### src/rtl/mar_burst.sv
// Memory address register with single-step increment, programmable wrap limit
// and a req/ack burst sequencer that walks the address through N locations.

// Next-address generator: shared by the single-step and burst paths.
module mar_nxt #(
  parameter int AW = 8
) (
  input  logic [AW-1:0] a,
  input  logic [AW-1:0] limit,
  input  logic          wrap_en,
  output logic [AW-1:0] nxt,
  output logic          wrap
);
  logic hit;

  assign hit  = (a == limit);
  assign nxt  = (hit && wrap_en) ? '0 : a + AW'(1);
  // A zero result counts as a wrap unless it came from 0 with 0 not being the limit
  assign wrap = (nxt == '0) && ((a != '0) || hit);
endmodule

module mar_burst #(
  parameter int AW  = 8,
  parameter int BLW = 4
) (
  input  logic           clk,
  input  logic           clr_n,
  input  logic [AW-1:0]  busin,
  input  logic           wa,
  input  logic           wl,
  input  logic           inc,
  input  logic           wrap_en,
  input  logic           burst_start,
  input  logic [BLW-1:0] burst_len,
  input  logic           mem_ack,
  output logic [AW-1:0]  addrout,
  output logic           mem_req,
  output logic           busy,
  output logic           burst_done,
  output logic           wrapped
);
  typedef enum logic [1:0] {IDLE, BURST, DONE} state_t;

  state_t         state;
  logic [AW-1:0]  addr;
  logic [AW-1:0]  limit;
  logic [BLW-1:0] count;
  logic [AW-1:0]  nxt;
  logic           wrap;

  mar_nxt #(.AW(AW)) u_nxt (
    .a       (addr),
    .limit   (limit),
    .wrap_en (wrap_en),
    .nxt     (nxt),
    .wrap    (wrap)
  );

  assign addrout = addr;

  always_ff @(posedge clk or negedge clr_n) begin
    if (!clr_n) begin
      state      <= IDLE;
      addr       <= '0;
      limit      <= '1;
      count      <= '0;
      mem_req    <= 1'b0;
      busy       <= 1'b0;
      burst_done <= 1'b0;
      wrapped    <= 1'b0;
    end else begin
      wrapped    <= 1'b0;
      burst_done <= 1'b0;
      case (state)
        IDLE: begin
          // Limit load is independent; a same-cycle inc still sees the old limit
          if (wl) limit <= busin;
          if (wa) begin
            addr <= busin;
          end else if (inc) begin
            addr    <= nxt;
            wrapped <= wrap;
          end else if (burst_start && (burst_len != '0)) begin
            count   <= burst_len;
            state   <= BURST;
            mem_req <= 1'b1;
            busy    <= 1'b1;
          end
        end
        BURST: begin
          if (mem_ack) begin
            addr    <= nxt;
            wrapped <= wrap;
            count   <= count - BLW'(1);
            if (count == BLW'(1)) begin
              state      <= DONE;
              mem_req    <= 1'b0;
              burst_done <= 1'b1;
            end
          end
        end
        DONE: begin
          state <= IDLE;
          busy  <= 1'b0;
        end
        default: begin
          state   <= IDLE;
          mem_req <= 1'b0;
          busy    <= 1'b0;
        end
      endcase
    end
  end
endmodule

### config.mk
export PLATFORM = sky130hd
export DESIGN_NAME = mar_burst
export DESIGN_NICKNAME = d
export VERILOG_FILES = /design/src/rtl/mar_burst.sv
export SDC_FILE = /design/constraint.sdc
export NUM_CORES = 1
export LEC_CHECK = 0
export BUFFER_PORTS_ARGS = -buffer_cell sky130_fd_sc_hd__buf_2
export CAP_MARGIN = 20
export CORE_UTILIZATION = 45
export CTS_CLUSTER_SIZE = 16
export DETAILED_ROUTE_END_ITERATION = 10
export PLACE_DENSITY = 0.67
export SYNTH_ARGS = -nofsm -noshare
export SYNTH_HDL_FRONTEND = slang
export SYNTH_SLANG_ARGS = --single-unit
### constraint.sdc
create_clock -name clk -period 2.45 [get_ports clk]
set_input_delay 0.1225 -clock clk [delete_from_list [all_inputs] [get_ports clk]]
set_output_delay 0.1225 -clock clk [all_outputs]
set_load 0.01 [all_outputs]
==> results.yml <==
worst_hold_path:
  min_path_type: "primary input to register"
  hold_path_end: "count[0]$_DFFE_PN0P_"
  worstHoldStart: "burst_len[0]"
  hold_path_depth: 3
synthesis:
  synth_top_area_cell: "sky130_fd_sc_hd__dfrtp_1"
  edff_count_synth: 0
  postSynth.topFlopCell: "sky130_fd_sc_hd__dfrtp_1"
  synthArstFlopShare: 1.00
  synth_simple_gate_area_frac: 0.197
  synth.cells.most_frequent: "18 x sky130_fd_sc_hd__dfrtp_1, 12 x sky130_fd_sc_hd__inv_1, 11 x sky130_fd_sc_hd__a21oi_1, 11 x sky130_fd_sc_hd__o21ai_0, 9 x sky130_fd_sc_hd__nor2_1"
  synth_compound_area_frac: 0.173
  synth_xor_xnor_area_share: 0.0488
  syn-mean-instance-area_um2: 9.66
  ys_warn_count: 0
  count_leader_synth: "sky130_fd_sc_hd__dfrtp_1"
  synth_top_area_frac: 0.279
  synth_mux_area_frac: 0.0682
  post_synth_fa_ha_maj_area_fraction: 0.0310
  synth_nets: 191
  yosysSeqAreaShare: 0.409
  synth.distinct_cells: 46
  synth_area_mm2: 0.00161
  ys_seq_elements: 26
  synthTopCellsByArea: "sky130_fd_sc_hd__dfrtp_1 28%, sky130_fd_sc_hd__dfstp_2 13%, sky130_fd_sc_hd__mux2_2 5.6%, sky130_fd_sc_hd__xor2_1 4.3%, sky130_fd_sc_hd__a21oi_1 3.4%"
  synth_top_family_by_area: "simple AND/OR/NAND/NOR gates"
  syn_inst: 167
timing:
  post-route-period-util: 0.793
  tns_ns: 0
  fin_skew_ns: 0.00446
  final.min_clock_period_ns: 1.94
  number_of_hold_violations_in_the_final_report: 0
  timing.final.max_slew_violations: 0
  layout_setup_ws_ns: 0.506
  max-slew-margin-rel: 0.577
  max_slew.worst_pin.slew_ns: 0.635
  number_of_setup_violations_in_the_final_report: 0
  rsz_0062_raised_after_global_routing: "no"
  maxClockFrequency_ghz: 0.514
clocking:
  number_of_buffers_created_by_cts: 3
  clockRootBuffer: "sky130_fd_sc_hd__clkbuf_4"
  worst_skew_pair.late_latency_ns: 0.32
  h-tree-depth: 1
  cts_tree: "built"
  number_of_resized_instances_in_the_post_cts_repair_step: 0
  tritoncts_num_sinks: 26
  cts.path.max_buffers: 2
  clkSlewWorstSetupHoldPaths_ns: 0.15
worst_setup_path:
  reg2regPathDepth: 6
  data_required_critical_path_ns: 2.73
  crit_slowest_cell: "sky130_fd_sc_hd__dfrtp_1"
  critPathMaxFanout: 10
  worstPathCellList: "ha_1 > nand4_1 > a21oi_1 > o2111ai_1 > or4_1 > nand2_1"
  timing_worst_setup_path_type: "register to register"
  setup.worst_path.start_class: "register"
  cp_slowest_stage_delay_ns: 0.53
  worstReg2RegStart: "addrout[1]$_DFFE_PN0P_"
  timing.critical_path.to_type: "register"
  timing.reg2reg.setup_slack_ns: 0.51
  worst_r2r_endpoint: "wrapped$_DFF_PN0_"
  cp_data_arrival_time_ns: 2.22
job:
  drv.max_cap_violation_count: 0
drt:
  antenna_left: 0
  wl_per_cell_um: 14.9
  remaining_drc_errors: 0
  dr.first_iter.drc_count: 52
  viasPerCell: 5.63
  drt_wl_total_um: 3540
  vias: 1339
  firstDrtPassIters: 4
final_layout:
  final_nets: 217
  syn_to_final_growth_pct: 12.0
  final_layout_size_suffix_gt1_frac: 0.302
  area_of_all_placed_cells_without_fillers_mm2: 0.00181
  num-fill-cells: 321
  antenna_cells_inserted: 0
floorplanning:
  fp-row-count: 21
  die_ar_mm2: 0.00383
  floorplan.initialDensity: 0.476
  die_width_um: 61.9
  core_area_mm2: 0.00339
  die_h_um: 61.9
  ioPinCount: 32
grt:
  antenna_found_initial: 0
  grt_overflow_total: 0
  grt_pass1_vias: 1248
  wire_length_of_the_first_global_routing_pass_um: 5640
  largest_net_degree_at_the_start_of_global_routing: 27
  overall_global_routing_resource_usage: 0.199
place:
  place_ws_ns: 0.549
  io_buffers: 31
  detailedPlacementHpwl_um: 2690
  placed_area_mm2: 0.00176
  placer_congestion: 0.919
power_and_ir_drop:
  max-vdd-ir-drop_mv: 0.451
  p_per_area_mw_per_mm2: 1210
  p_leak_nw: 0.795
status:
  run_status: "completed"
==> where the power goes <==
part           internal, mW  leakage (nW)  switching [mW]
Clock                0.0909        0.0210           0.133
Combinational         0.465         0.479           0.580
Sequential            0.665         0.295           0.248
==> layout make-up <==
| class | count | area (um2) | share of cell area |
|---|---|---|---|
| clock buffers | 4 | 36.3 | 0.0201 |
| inverters | 12 | 45.0 | 0.0249 |
| multi-input cells | 117 | 836 | 0.462 |
| flip-flops and latches | 26 | 661 | 0.365 |
| well taps | 46 | 57.6 | 0.0318 |
| repair buffers | 33 | 173 | 0.0955 |
==> worst max path at each step <==
stage                     slack, ns           endpoint                    from
after floorplan                0.65  wrapped$_DFF_PN0_  addrout[0]$_DFFE_PN0P_
after global placement         0.63  wrapped$_DFF_PN0_  addrout[0]$_DFFE_PN0P_
after detailed placement       0.55  wrapped$_DFF_PN0_  addrout[1]$_DFFE_PN0P_
after CTS                      0.52  wrapped$_DFF_PN0_  addrout[1]$_DFFE_PN0P_
after global routing           0.36  wrapped$_DFF_PN0_  addrout[1]$_DFFE_PN0P_
final                          0.51  wrapped$_DFF_PN0_  addrout[1]$_DFFE_PN0P_
==> worst max-delay path, delay by kind of cell (launching register included) <==
family	cells	cell delay, ns
adders and majority gates	1	0.30
DFF	1	0.53
AOI/OAI and AO/OA	2	0.30
and+or+nand+nor	3	0.76
==> cell usage in the layout, fill, tap and decap left out, types with 2 or more instances in the layout <==
cell type and instances:
sky130_fd_sc_hd__nor2_1 9, sky130_fd_sc_hd__ha_1 4, sky130_fd_sc_hd__o21ai_0 11, sky130_fd_sc_hd__and3_1 2, sky130_fd_sc_hd__a21oi_1 11, sky130_fd_sc_hd__mux2_2 8
sky130_fd_sc_hd__nand4_1 6, sky130_fd_sc_hd__dfrtp_1 18, sky130_fd_sc_hd__nand3_1 6, sky130_fd_sc_hd__nand3b_1 2, sky130_fd_sc_hd__and2_1 2, sky130_fd_sc_hd__a221oi_1 2
sky130_fd_sc_hd__mux2i_1 2, sky130_fd_sc_hd__a22oi_1 3, sky130_fd_sc_hd__nor4_4 2, sky130_fd_sc_hd__buf_2 31, sky130_fd_sc_hd__inv_1 12, sky130_fd_sc_hd__o2bb2ai_1 3
sky130_fd_sc_hd__dfstp_2 8, sky130_fd_sc_hd__or4_1 2, sky130_fd_sc_hd__nor3_1 4, sky130_fd_sc_hd__clkbuf_4 3, sky130_fd_sc_hd__xor2_1 8, sky130_fd_sc_hd__a32oi_1 2
sky130_fd_sc_hd__nand2_1 8
==> routing by layer <==
| layer | wire (um) | track usage | share of wire | up-vias |
|---|---|---|---|---|
| met5 | 0 | 0 | 0 | - |
| met4 | 14 | 0.0381 | 0.0040 | 0 |
| met3 | 176 | 0.0228 | 0.050 | 2 |
| met2 | 1760 | 0.352 | 0.50 | 37 |
| met1 | 1590 | 0.264 | 0.45 | 642 |
| li1 | - | - | - | 658 |
==> stage by stage <==
stage | total power [mW] | std cells | hold WS (ns) | utilization
global placement | 1.92 | 233 | 0.158 | 0.520
detailed placement | 1.97 | 233 | 0.167 | 0.520
global route | 2.37 | 238 | 0.0194 | 0.533
floorplan | 1.72 | 167 | -0.173 | -
CTS | 2.20 | 238 | 0.0265 | 0.533
finish | 2.18 | 238 | 0.0281 | 0.533
==> sequential cells by signal, summed over array words and instances (netlist names) <==
name,flops
mem_req,1
state,2
busy,1
count,4
burst_done,1
wrapped,1
limit,8
addrout,8
==> logic make-up (layout without fill, tap and decap cells) <==
family	Yosys count	after routing
AO/OA/AOI/OAI	42	42
XOR/XNOR	9	9
adder cells (fa/ha/maj)	4	4
buffers and inverters	24	49
flip-flops	26	26
multiplexers	10	10
AND/OR/NAND/NOR	52	52
==> repair_timing <==
action / in CTS / in global routing
buffers inserted: 0 / 0
setup endpoints to repair: 0 / 0
hold endpoints to repair: 18 / 0
hold buffers: 1 / 0
Power figures use the tool's default switching activity.
